<file path="config.mk">
export PLATFORM = sky130hd
export DESIGN_NAME = uart_rx_fifo
export DESIGN_NICKNAME = d
export VERILOG_FILES = /design/src/rtl/uart_rx_fifo.sv
export SDC_FILE = /design/constraint.sdc
export NUM_CORES = 1
export LEC_CHECK = 0
export BUFFER_PORTS_ARGS = -buffer_cell sky130_fd_sc_hd__buf_2
export CAP_MARGIN = 20
export CORE_ASPECT_RATIO = 1.25
export CORE_MARGIN = 1
export CORE_UTILIZATION = 60
export DETAILED_ROUTE_END_ITERATION = 8
export PLACE_DENSITY = 0.78
export SETUP_SLACK_MARGIN = 0.02
export SLEW_MARGIN = 15
export SYNTH_ARGS = -nofsm -noshare
export SYNTH_HDL_FRONTEND = slang
export SYNTH_SLANG_ARGS = --single-unit
</file>
<file path="constraint.sdc">
create_clock -name clk -period 2.9 [get_ports clk]
set_input_delay 0.29 -clock clk [delete_from_list [all_inputs] [get_ports clk]]
set_output_delay 0.29 -clock clk [all_outputs]
set_load 0.02 [all_outputs]
</file>
<file path="src/rtl/uart_rx_fifo.sv">
// Purpose: 8N1 UART receiver (8E1 when UART_RX_PARITY_EN is defined) feeding a first-word-fall-through byte FIFO.
// Latency: rx_valid rises 1 clk after the stop-bit sample; the line passes through a 2-flop synchroniser first.
// Backpressure: none on the line; a byte arriving while the FIFO is full is dropped and sets sticky overrun.
module uart_rx_fifo #(
    parameter int CLK_HZ     = 27000000,
    parameter int BAUD       = 115200,
    parameter int FIFO_DEPTH = 16
) (
    input  logic                          clk,
    input  logic                          reset,
    input  logic                          rx,
    input  logic                          rd_en,
    output logic [7:0]                    rd_data,
    output logic                          rx_valid,
    output logic [$clog2(FIFO_DEPTH):0]   rx_count,
    output logic                          overrun,
    output logic                          frame_err,
    input  logic                          clr_err
);

    localparam int CPB  = CLK_HZ / BAUD;
    localparam int HALF = CPB / 2;
    localparam int BW   = $clog2(CPB);
    localparam int PW   = $clog2(FIFO_DEPTH);
    localparam int CW   = PW + 1;

    localparam logic [BW-1:0] BAUD_LAST = BW'(CPB - 1);
    localparam logic [BW-1:0] HALF_LAST = BW'(HALF - 1);
    localparam logic [CW-1:0] CNT_FULL  = CW'(FIFO_DEPTH);

    typedef enum logic [2:0] {
        S_IDLE,
        S_START,
        S_DATA,
        S_PARITY,
        S_STOP,
        S_BREAK
    } state_t;

    state_t          state;
    logic [BW-1:0]   baud_cnt;
    logic [2:0]      bit_cnt;
    logic [7:0]      shift;
    logic            rx_meta;
    logic            rx_s;
    logic            par_bad;

    logic [7:0]      mem [FIFO_DEPTH];
    logic [PW-1:0]   wr_ptr;
    logic [PW-1:0]   rd_ptr;
    logic [CW-1:0]   count;

    logic            stop_tick;
    logic            push;
    logic            err_set;
    logic            full;
    logic            pop;
    logic            wr_ok;

    // Two-flop synchroniser; resets to the idle (high) line level.
    always_ff @(posedge clk) begin
        if (reset) begin
            rx_meta <= 1'b1;
            rx_s    <= 1'b1;
        end else begin
            rx_meta <= rx;
            rx_s    <= rx_meta;
        end
    end

    // Frame FSM: half-bit start check, 8 LSB-first data samples, optional parity, stop check.
    always_ff @(posedge clk) begin
        if (reset) begin
            state    <= S_IDLE;
            baud_cnt <= '0;
            bit_cnt  <= '0;
            shift    <= '0;
`ifdef UART_RX_PARITY_EN
            par_bad  <= 1'b0;
`endif
        end else begin
            case (state)
                S_IDLE: begin
                    baud_cnt <= '0;
                    bit_cnt  <= '0;
`ifdef UART_RX_PARITY_EN
                    par_bad  <= 1'b0;
`endif
                    if (!rx_s) state <= S_START;
                end
                S_START: begin
                    if (baud_cnt == HALF_LAST) begin
                        baud_cnt <= '0;
                        state    <= rx_s ? S_IDLE : S_DATA;
                    end else begin
                        baud_cnt <= baud_cnt + BW'(1);
                    end
                end
                S_DATA: begin
                    if (baud_cnt == BAUD_LAST) begin
                        baud_cnt <= '0;
                        shift    <= {rx_s, shift[7:1]};
                        if (bit_cnt == 3'd7) begin
                            bit_cnt <= '0;
`ifdef UART_RX_PARITY_EN
                            state   <= S_PARITY;
`else
                            state   <= S_STOP;
`endif
                        end else begin
                            bit_cnt <= bit_cnt + 3'd1;
                        end
                    end else begin
                        baud_cnt <= baud_cnt + BW'(1);
                    end
                end
`ifdef UART_RX_PARITY_EN
                S_PARITY: begin
                    if (baud_cnt == BAUD_LAST) begin
                        baud_cnt <= '0;
                        par_bad  <= (rx_s != ^shift);
                        state    <= S_STOP;
                    end else begin
                        baud_cnt <= baud_cnt + BW'(1);
                    end
                end
`endif
                S_STOP: begin
                    if (baud_cnt == BAUD_LAST) begin
                        baud_cnt <= '0;
                        state    <= rx_s ? S_IDLE : S_BREAK;
                    end else begin
                        baud_cnt <= baud_cnt + BW'(1);
                    end
                end
                S_BREAK: begin
                    baud_cnt <= '0;
                    if (rx_s) state <= S_IDLE;
                end
                default: state <= S_IDLE;
            endcase
        end
    end

`ifndef UART_RX_PARITY_EN
    assign par_bad = 1'b0;
`endif

    // The stop-bit sample decides push versus error in the same cycle.
    assign stop_tick = (state == S_STOP) && (baud_cnt == BAUD_LAST);
    assign push      = stop_tick && rx_s && !par_bad;
    assign err_set   = stop_tick && (!rx_s || par_bad);

    assign full  = (count == CNT_FULL);
    assign pop   = rd_en && (count != '0);
    assign wr_ok = push && (!full || pop);

    // Pointers wrap naturally; the separate count removes full/empty ambiguity.
    always_ff @(posedge clk) begin
        if (reset) begin
            wr_ptr <= '0;
            rd_ptr <= '0;
            count  <= '0;
        end else begin
            if (wr_ok) wr_ptr <= wr_ptr + PW'(1);
            if (pop)   rd_ptr <= rd_ptr + PW'(1);
            case ({wr_ok, pop})
                2'b10:   count <= count + CW'(1);
                2'b01:   count <= count - CW'(1);
                default: count <= count;
            endcase
        end
    end

    // Storage is not reset; the head is masked to zero while empty.
    always_ff @(posedge clk) begin
        if (!reset && wr_ok) mem[wr_ptr] <= shift;
    end

    // Sticky error flags; a fresh error beats a simultaneous clear.
    always_ff @(posedge clk) begin
        if (reset) begin
            overrun   <= 1'b0;
            frame_err <= 1'b0;
        end else begin
            if (push && full && !pop) overrun <= 1'b1;
            else if (clr_err)         overrun <= 1'b0;
            if (err_set)              frame_err <= 1'b1;
            else if (clr_err)         frame_err <= 1'b0;
        end
    end

    assign rd_data  = (count != '0) ? mem[rd_ptr] : 8'h00;
    assign rx_valid = (count != '0);
    assign rx_count = count;

endmodule

</file>
After elaboration in Yosys (flattened, before gate mapping)
Memory sizes are Yosys's and may differ from the RTL's. A register that Yosys moved wholly into a read port is not among the register bits.
Index checks and enable logic that the tools add are counted.
Storage, ports and cells
  register bits: 39
  bits in writable memories: 128
  input port bits: 5
  output and inout port bits: 16
  word-level logic and storage cells: 83
  memories kept: 1
Memory list
  mem: depth 16, width 8, read ports 1, clocked after memory_dff 1, wr ports 1, RTL line 48  | logic [7:0] mem [FIFO_DEPTH];
Cells by class
  add/sub/neg operators: 6
  eq/ne operators: 16
  mux-type cells: 24
  reductions and logical operators: 25
Operators by type and width (count)
  3-bit 2-to-1 mux: 9
  8-bit 2-to-1 mux: 3
  8-bit case mux with 3 select lines: 1
  3-bit case mux with 5 select lines: 1
  2-bit inequality test, second input constant: 6
  5-bit case mux with 2 select lines: 1
  3-bit equality test, second input constant: 3
  4-bit by 1-bit adder with 4-bit output, second input constant: 2
  8-bit by 1-bit adder with 8-bit output, second input constant: 1
  8-bit by 7-bit equality test with 1-bit output, second input constant: 1
  8-bit equality test, second input constant: 1
  1-bit logical AND: 8
  4-bit 2-to-1 mux: 2
  2-bit nonzero test: 4
  3-bit case mux with 2 select lines: 1
  6-bit AND reduction: 1
  5-bit by 1-bit adder with 5-bit output, second input constant: 1
  5-bit equality test, second input constant: 1
  1-bit 2-to-1 mux: 5
  5-bit nonzero test: 1
  5-bit by 1-bit subtractor with 5-bit output, second input constant: 1
  1-bit logical NOT: 4
  2-bit AND reduction: 2
  2-bit OR reduction: 2
  other kinds (9): 9

Logic depth before layout (Yosys ltp)
Gate-level depths: netlist of the first run.
  depth after elaboration: 7
  gate-level depth with buffers: 11
  gate-level depth less buffers: 11

Least setup slack after synthesis of the first run
No wires, ideal clock.
  kind: reg2reg
  from: register count[0], in the netlist rx_count[0]
  to: register count[4], in the netlist rx_count[4]
  library setup time: 0.136 ns
  arrival time: 2.341 ns
  required time: 2.764 ns
  setup slack: 0.423 ns
  cell stages (with the launch flop): 10
  path buffers: 0
  period minus slack after synthesis: 2.477 ns
  cell sequence: dfxtp_1 -> or4_4 -> o21a_4 -> and2_1 -> ha_1 -> a21oi_1 -> and2_1 -> nor4_1 -> a31oi_1 -> a41oi_1
Between the ends
  word-level cells in the longest chain between the ends: 6
  elaborated cells on any way between the ends: 12
  classes of those cells: add/sub: 2; eq/ne: 3; mux: 1; reduce/logical: 6
RTL lines
  start, declared: RTL line 51  | logic [CW-1:0] count;
  start signal, assigned: RTL line 168  | 2'b10: count <= count + CW'(1);
  start signal, assigned: RTL line 169  | 2'b01: count <= count - CW'(1);
  start signal, assigned: RTL line 170  | default: count <= count;
  5-bit equality test / 5-bit nonzero test (equally long branches): RTL line 154, 155
  1-bit logical NOT / 1-bit logical AND (equally long branches): RTL line 156, 155
  1-bit logical OR: RTL line 156  | assign wr_ok = push && (!full || pop);
  1-bit logical AND: RTL line 156
  2-bit by 1-bit equality test with 1-bit output / 2-bit equality test (equally long branches): RTL line 167  | case ({wr_ok, pop})
  5-bit case mux with 2 select lines / 2-bit nonzero test (equally long branches)
Several ways; a longest one is shown, not always the timed one.
A chain may end at the register's enable or synchronous reset.

Worst setup path after layout of the first run
  from: register state[2]
  to: register count[4], in the netlist rx_count[4]
Between the ends
  word-level cells in the longest chain between the ends: 6
  elaborated cells on any way between the ends: 8
  classes of those cells: eq/ne: 3; mux: 1; reduce/logical: 4
RTL lines
  start, declared: RTL line 40  | state_t state;
  start signal, assigned: RTL line 94  | state <= rx_s ? S_IDLE : S_DATA;
  start signal, assigned: RTL line 131  | state <= rx_s ? S_IDLE : S_BREAK;
  3-bit equality test (*): RTL line 150  | assign stop_tick = (state == S_STOP) && (baud_cnt == BAUD_LAST);
  1-bit logical AND (*): RTL line 150
  1-bit logical AND (*): RTL line 151  | assign push = stop_tick && rx_s && !par_bad;
  1-bit logical AND (*): RTL line 156
  2-bit by 1-bit equality test with 1-bit output / 2-bit equality test (equally long branches): RTL line 167
  5-bit case mux with 2 select lines / 2-bit nonzero test (equally long branches)
Mark *: on every way between the ends. The rest lies on a longest branch, timed or not.

==> impl_metrics.csv, run 1 <==
group,metric,value,unit
run_status,status,"complete, no violations",
final_layout,area_growth_syn_to_layout,12.5,%
placement,routabilityCongestion,0.818,
synthesis,syn-cell-area,7050,µm²
drt,postRouteAntennaNets,0,
sta,setup-tns-final,0,ns
worst_setup_path,ff2ff_path_depth,9,
synthesis,yosysTopAreaCellShare,0.545,
synthesis,synth_most_common_cell,"edfxtp_1",
cts,cts_hold_buf,0,
worst_setup_path,cp.arrival,2.95,ns
hold_path,hp-class,"in -> reg",
drt,routed-via-count,4010,
final_layout,nets,518,
synthesis,synth_top_area_cell,"edfxtp_1",
synthesis,synth_cells,459,
floorplan,die_width,98.9,µm
worst_setup_path,slowest_stage,"dfxtp_1",
synthesis,synth_edf_count,128,
drt,dr.pass1.iters,5,
drt,initialDrtViolationCount,184,
sta,relSlewSlack,0.497,
global_routing,antenna_found_initial,0,
drt,vias_per_cell,6.20,
worst_setup_path,worstSetupPathType,"reg -> reg",
power,p_seq_frac,0.568,
global_routing,grt_max_degree,41,
power,netSwitchingPower,891,µW
synthesis,synth_area_leaders,"edfxtp_1, dfxtp_1, mux4_2",
global_routing,grt_pass1_vias,4040,
synthesis,syn_avg_cell_area,15.4,µm²
power,p_int,3680,µW
worst_setup_path,cp_top_family,"simple AND/OR/NAND/NOR gates",
final_layout,drive_gt1_frac,0.217,
synthesis,synth-async-reset-ratio,0,
sta,rsz0062_at_grt,"no",
worst_setup_path,path_cells,"nor4bb_1 > nand3_1 > and2_1 > ha_1 > a21oi_1 > and2_1 > nor4_1 > a31oi_1 > a41oi_1",
drt,wl_per_cell,21.4,µm
floorplan,dieArea,12200,µm²
sta,setup_violations,0,
cts,cts_tree,"done",
synthesis,syn-num-nets,478,
floorplan,die_h,123,µm
placement,place_hpwl,8680,µm
floorplan,rows,43,
worst_setup_path,critPathMaxFanout,12,
cts,cts.root.buffer_cell,"clkbuf_16",
cts,clockBufferDepth,2,
global_routing,track_usage,0.249,
worst_setup_path,slowest_delay,0.53,ns
sta,slew_violations,0,
power,p_leak,0.00266,µW
synthesis,seq_area_frac_synth,0.668,
cts,worstSkewPairLatency,0.41,ns
synthesis,ys_ff_latch,171,
worst_setup_path,critPathLaunchType,"flop",
flow_run,cap_viol_max_count,0,
synthesis,synth_common_cells,"edfxtp_1, nor2_1, dfxtp_1",
worst_setup_path,critical_path_buf_inv_count,0,
sta,tightest_slew,0.754,ns
global_routing,grt_pass1_wl,21800,µm
global_routing,overflow,0,
placement,port_buffers,20,
synthesis,ys_dominant_reg_cell,"edfxtp_1",
sta,finalHoldViolations,0,
placement,placed_area,7410,µm²
power,p_clk_frac,0.427,
sta,period_share,0.922,
hold_path,whs_path_depth,2,
sta,fin_skew,0.00795,ns
cts,cts_buffers,17,
final_layout,fillers,728,
cts,cts_num_sinks,171,
cts,post_cts_buffers,0,
power,comb_power_share,0.005,
worst_setup_path,worst-path-stages,9,
power,irDropWorstVdd,0.360,mV
floorplan,initial_core_util,0.627,
power,p_sw_frac,0.195,
worst_setup_path,cp-end-kind,"flop",
final_layout,num_antenna_cells,0,
floorplan,ios,21,
drt,drc_errors,0,
cts,cts.htree.levels,4,
cts,cts.clk_slew.worst_paths,0.06,ns
synthesis,synth.distinct_cells,48,
worst_setup_path,cp_data_required_time,3.17,ns
power,power_density,576,nW/µm²
synthesis,yosysWarnings,0,
sta,clock.fmax,374,MHz
floorplan,core_area,11200,µm²
sta,period_needed,2.67,ns
worst_setup_path,cpMostUsedCell,"and2_1",
final_layout,final_area,7930,µm²
drt,routed_wl,13800,µm
-- stage by stage --
stage | power, µW | std cells | setup WS (ns) | hold WS (ns) | util
global route | 4680 | 647 | 0.127 | 0.0502 | 0.705
detailed placement | 2670 | 615 | 0.323 | 0.416 | 0.659
CTS | 4590 | 647 | 0.219 | 0.0513 | 0.704
floorplan | 2660 | 459 | 0.423 | 0.389 | -
finish | 4570 | 647 | 0.226 | 0.0629 | 0.705
global placement | 2670 | 615 | 0.423 | 0.396 | 0.659
-- layout by cell type (no fill, tap or decap), types with 2 or more instances in the layout --
master	netlist	final
a21oi_1	12	12
a22oi_1	2	2
a31oi_1	7	7
a41oi_1	2	2
and2_1	3	3
and3_1	2	2
buf_2	6	20
buf_4	1	22
clkbuf_16	0	17
clkinv_1	0	4
clkinv_2	0	4
clkinv_4	0	2
clkinvlp_4	0	4
dfxtp_1	43	42
edfxtp_1	128	128
ha_1	13	13
inv_1	5	5
mux2i_1	29	29
mux4_2	32	32
nand2_1	24	24
nand2b_1	2	2
nand3_1	14	14
nand3b_1	3	3
nand4_1	3	3
nor2_1	49	49
nor2b_1	6	6
nor3_1	6	6
nor3b_1	3	3
nor4bb_1	2	2
o211ai_1	4	4
o21ai_0	5	5
o22ai_1	9	9
or2_2	3	3
xnor2_1	4	4
xor2_1	5	5
-- state kept, by name, indices dropped and copies added (netlist names), 3 cells and up, named ones only --
name,count
baud_cnt,8
rd_ptr,4
rx_count,5
wr_ptr,4
state,3
mem,128
shift,8
bit_cnt,3
-- layer usage --
layer	track usage	vias up	part of all wire
li1	-	1846	-
met1	0.308	2008	0.40
met2	0.437	133	0.53
met3	0.0452	23	0.047
met4	0.102	0	0.017
met5	0	-	0
-- power by group through the flow --
stage / logic (µW) / clock network (µW) / registers [µW]
global route: 23.8 / 2070 / 2600
floorplan: 14.1 / 0 / 2650
finish: 21.4 / 1950 / 2600
CTS: 21.5 / 1970 / 2600
global placement: 20.7 / 0 / 2650
detailed placement: 21.3 / 0 / 2650
-- final timing paths --
| path | start | end | slack [ns] |
|---|---|---|---|
| min reg2reg | rx_meta | rx_s | 0.42 |
| min | rx | rx_meta | 0.06 |
| max | state[2] | rx_count[4] | 0.23 |
| max reg2reg | state[2] | rx_count[4] | 0.23 |
-- repair_timing --
item	4_1_cts	5_1_grt
hold endpoints to repair	0	0
endpoints found under the setup margin	0	3
gates resized for setup	0	1
-- logic make-up after synthesis --
kind of cell               after synthesis  synth area share
adders and majority gates               14            0.0259
buffers and inverters                   27            0.0160
muxes                                   62             0.147
AOI/OAI and AO/OA                       47            0.0430
xor gates and xnor gates                 9            0.0112
and+or+nand+nor                        129            0.0897
DFF                                    171             0.668
-- area by class of cell --
class | count | area, µm² | area share
clock buffers | 18 | 429 | 0.0541
clock inverters | 14 | 82.6 | 0.0104
inverters | 5 | 18.8 | 0.00237
multi-input cells | 261 | 2240 | 0.282
flip-flops and latches | 171 | 4710 | 0.594
well taps | 135 | 169 | 0.0213
repair buffers | 43 | 285 | 0.0360
(Power assumes the default switching activity.)
==> inputs of run 2 (changes only) <==
Settings changed: CORE_ASPECT_RATIO 1.25 to 0.6.
Clock period 2.9 ns to 3.35 ns, I/O delays scaled along.
==> run 2 against run 1 <==
Cell area about the same. Routed wire length increased by 2.8%. Sequential share of layout area about the same. Non-clock buffer count decreased by 12. Setup slack improved by 0.29 ns. Clock power decreased by 2%. Utilization decreased by 0.81 points. Register-to-register slack improved by 0.33 ns. Global-route usage increased by 0.74 points. Die area about the same. Largest cell class unchanged. Largest power group unchanged.
==> impl_metrics.csv, run 2 (same netlist as run 1, synthesis figures left out) <==
group,metric,value,unit
cts,clockBufferDepth,2,
drt,drc_errors,0,
placement,place_hpwl,8930,µm
floorplan,rows,30,
sta,period_share,0.846,
sta,slew_violations,0,
drt,routed-via-count,4004,
cts,cts_resized,0,
sta,tightest_slew,1.07,ns
sta,clock.fmax,353,MHz
worst_setup_path,cp.arrival,2.50,ns
worst_setup_path,cp-end-kind,"output pin",
final_layout,top_regs,"mem x128, baud_cnt x8, shift x8",
cts,post_cts_buffers,0,
final_layout,nets,506,
drt,initialDrtViolationCount,524,
drt,vias_per_cell,6.07,
cts,cts.htree.levels,4,
global_routing,track_usage,0.257,
sta,relSlewSlack,0.285,
global_routing,grt_max_degree,45,
power,power_density,527,nW/µm²
cts,cts_hold_buf,0,
worst_setup_path,critical_path_buf_inv_count,2,
floorplan,die_h,85.9,µm
worst_setup_path,worstSetupPathType,"reg -> out",
worst_setup_path,critPathMaxFanout,20,
drt,routed_wl,14200,µm
global_routing,grt_pass1_wl,22100,µm
cts,cts_buffers,17,
final_layout,largest_register_ff_count,128,
final_layout,regMostFlops,"mem",
cts,cts_num_sinks,171,
drt,wl_per_cell,21.5,µm
worst_setup_path,slowest_stage,"dfxtp_2",
drt,dr.pass1.iters,5,
final_layout,area_growth_syn_to_layout,12.5,%
global_routing,overflow,0,
worst_setup_path,path_cells,"buf_12 > mux4_2 > mux2i_1 > o22ai_1 > buf_2",
sta,setup_violations,0,
global_routing,grt_pass1_vias,3881,
final_layout,num_antenna_cells,0,
sta,finalHoldViolations,0,
placement,port_buffers,20,
flow_run,cap_viol_max_count,0,
cts,cts.root.buffer_cell,"clkbuf_16",
drt,postRouteAntennaNets,0,
worst_setup_path,cp_data_required_time,3.01,ns
cts,cts_tree,"done",
floorplan,initial_core_util,0.620,
floorplan,ios,21,
sta,fin_skew,0.00831,ns
sta,rsz0062_at_grt,"no",
final_layout,final_common_cell,"edfxtp_1",
floorplan,die_width,142,µm
floorplan,dieArea,12200,µm²
floorplan,core_area,11400,µm²
sta,setup-tns-final,0,ns
final_layout,drive_gt1_frac,0.200,
worst_setup_path,cp_top_family,"multiplexers",
worst_setup_path,critPathLaunchType,"flop",
hold_path,hp-class,"in -> reg",
sta,period_needed,2.83,ns
placement,routabilityCongestion,0.850,
final_layout,final_cell_mix,"edfxtp_1, nor2_1, dfxtp_1, mux4_2, mux2i_1",
power,p_leak,0.00262,µW
cts,cts.clk_slew.worst_paths,0.07,ns
final_layout,final_util,0.697,
worst_setup_path,slowest_delay,0.64,ns
final_layout,fillers,713,
power,irDropWorstVdd,0.427,mV
run_status,status,"complete, no violations",
cts,worstSkewPairLatency,0.42,ns
global_routing,antenna_found_initial,0,
-- run 2: path summary, 6_finish.rpt --
path         slack (ns)         end  depth (start not counted)         from
max                0.52  rd_data[3]                          5         flop
min                0.09     rx_meta                          2           rx
max reg2reg        0.56   mem[8][1]                          5  baud_cnt[3]
min reg2reg        0.43        rx_s                          1      rx_meta
-- run 2: layer usage --
layer  track usage  share of wire  vias to the layer above
li1              -              -                     1831
met1         0.383           0.46                     2002
met2         0.378           0.45                      153
met3        0.0631          0.075                       18
met4        0.0743          0.011                        0
met5             0              0                        -
-- run 2: layout make-up --
class | instances | area, µm² | area share
Clock inverter | 14 | 146 | 0.0185
Clock buffer | 18 | 429 | 0.0542
Tap cell | 160 | 200 | 0.0253
Inverter | 5 | 18.8 | 0.00237
Sequential cell | 171 | 4710 | 0.594
Timing Repair Buffer | 31 | 195 | 0.0246
Multi-Input combinational cell | 261 | 2230 | 0.281
-- run 2: worst reg2reg max path: cells and delay by family (launching register included) --
family / cells / cell delay [ns]
simple gates: 5 / 1.96
flops: 1 / 0.45
-- run 2: power by group --
part | switching [µW] | leakage (µW) | internal, µW
Combinational | 12.9 | 0.000818 | 5.20
Clock | 811 | 0.000268 | 1100
Sequential | 1.28 | 0.00153 | 2250
Total | 825 | 0.00262 | 3350
-- run 2: per-stage QoR --
stage	power (µW)	cells	instance area (µm²)	setup slack [ns]	hold slack (ns)
2_1_floorplan	2310	459	7050	0.873	0.389
3_3_place_gp	2310	628	7350	0.772	0.414
3_5_place_dp	2310	628	7350	0.603	0.422
4_1_cts	4200	660	7930	0.484	0.0782
5_1_grt	4280	660	7930	0.268	0.0885
6_report	4180	660	7930	0.517	0.0901
==> inputs of run 3 (changes only) <==
Clock period 3.35 ns to 2.79 ns, I/O delays scaled along.
==> run 3 against run 2 <==
Final cell count up 3.2%. Register-to-register slack worse by 0.36 ns. Sequential share of layout area down 1.4 points. Routed wire length up 1.7%. Die area unchanged. Critical path type is now reg -> reg.
==> impl_metrics.csv, run 3 (same netlist as run 1, synthesis figures left out) <==
group,metric,value,unit
final_layout,final_cell_mix,"edfxtp_1, nor2_1, dfxtp_1, mux4_2, buf_4",
final_layout,regMostFlops,"mem",
final_layout,drive_gt1_frac,0.236,
worst_setup_path,critPathLaunchType,"flop",
final_layout,area_growth_syn_to_layout,15.2,%
placement,dp_worst_setup_slack,0.225,ns
final_layout,top_regs,"mem x128, baud_cnt x8, shift x8",
final_layout,final_common_cell,"edfxtp_1",
sta,relSlewSlack,0.321,
placement,routabilityCongestion,0.825,
cts,cts_hold_buf,0,
worst_setup_path,cp.arrival,2.87,ns
final_layout,nets,527,
floorplan,die_h,85.9,µm
final_layout,layout.area.seq,4710,µm²
power,irDropWorstVdd,0.455,mV
final_layout,largest_register_ff_count,128,
run_status,status,"complete, no violations",
cts,worstSkewPairLatency,0.42,ns
sta,period_share,0.927,
sta,finalHoldViolations,0,
sta,rsz0062_at_grt,"no",
final_layout,final_area,8120,µm²
drt,dr.pass1.iters,5,
global_routing,grt_pass1_wl,22700,µm
global_routing,track_usage,0.262,
sta,setup_ws,0.205,ns
cts,cts_tree,"done",
drt,drc_errors,0,
power,power_density,632,nW/µm²
global_routing,overflow,0,
placement,placed_area,7510,µm²
sta,setup_violations,0,
worst_setup_path,cp-end-kind,"flop",
cts,cts_buffers,17,
sta,clock.fmax,387,MHz
drt,routed-via-count,4187,
floorplan,ios,21,
drt,initialDrtViolationCount,460,
cts,cts.root.buffer_cell,"clkbuf_16",
drt,vias_per_cell,6.15,
floorplan,die_width,142,µm
drt,routed_wl,14400,µm
power,total_power,5130,µW
global_routing,grt_pass1_vias,4183,
worst_setup_path,critPathMaxFanout,6,
hold_path,hp-class,"in -> reg",
global_routing,antenna_found_initial,0,
cts,cts.htree.levels,4,
placement,port_buffers,20,
cts,cts.clk_slew.worst_paths,0.07,ns
worst_setup_path,worstSetupPathType,"reg -> reg",
placement,place_hpwl,9420,µm
sta,slew_violations,0,
cts,clockBufferDepth,2,
sta,tightest_slew,1.02,ns
cts,post_cts_buffers,0,
sta,period_needed,2.59,ns
final_layout,multi_input_area,2230,µm²
drt,postRouteAntennaNets,0,
worst_setup_path,cp_data_required_time,3.08,ns
sta,fin_skew,0.00818,ns
floorplan,rows,30,
global_routing,grt_max_degree,33,
cts,cts_resized,0,
flow_run,cap_viol_max_count,0,
final_layout,num_antenna_cells,0,
final_layout,fillers,718,
sta,setup-tns-final,0,ns
floorplan,initial_core_util,0.620,
drt,wl_per_cell,21.2,µm
power,p_leak,0.00275,µW
floorplan,dieArea,12200,µm²
cts,cts_num_sinks,171,
floorplan,core_area,11400,µm²
run 3: changes by cell type in the layout (fill, tap and decap cells not counted):
cell	delta
clkinv_1	-1
clkinv_2	-1
clkbuf_1	-1
buf_4	+21
inv_6	+3
bufinv_16	+1
clkinvlp_4	-1
run 3: cell type report:
type | count | area share
clock buffer | 17 | 0.0524
tap | 160 | 0.0247
clock inverter | 15 | 0.0230
sequential | 171 | 0.580
multi-input combinational | 261 | 0.275
inverter | 5 | 0.00231
timing repair buffer | 52 | 0.0435
run 3: worst paths after layout:
path / slack, ns / cells after the start / from / to
worst max register to register: 0.20 / 9 / rx_count[0] / rx_count[4]
worst max-delay path: 0.20 / 9 / rx_count[0] / rx_count[4]
worst min-delay path: 0.04 / 2 / rx / rx_meta
worst min register to register: 0.43 / 1 / rx_meta / rx_s
run 3: layer usage:
layer  up-vias  global-route usage  routed length (µm)
met3        22              0.0709                1220
met5         -                   0                   0
met1      2110               0.364                6130
li1       1872                   -                   -
met2       183               0.407                6900
met4         0              0.0919                 182
run 3: worst max-delay path, cell delays in order (launching register included):
cell     delay [ns]
dfxtp_1        0.38
or4_4          0.58
o21a_4         0.25
and2_1         0.20
ha_1           0.34
a21oi_1        0.18
and2_1         0.20
nor4_1         0.06
a31oi_1        0.15
a41oi_1        0.11
run 3: where the power goes:
group	total, µW	switching, µW	internal, µW
registers	2700	1.61	2700
logic	22.7	15.6	7.11
clock network	2410	988	1420
total	5130	1010	4130
run 3: per-stage QoR:
step	std cells	hold WS, ns	util
6_report	681	0.0433	0.714
4_1_cts	681	0.0292	0.714
5_1_grt	681	0.0378	0.714
3_5_place_dp	649	0.415	0.660
3_3_place_gp	649	0.409	0.660
2_1_floorplan	459	0.383	-
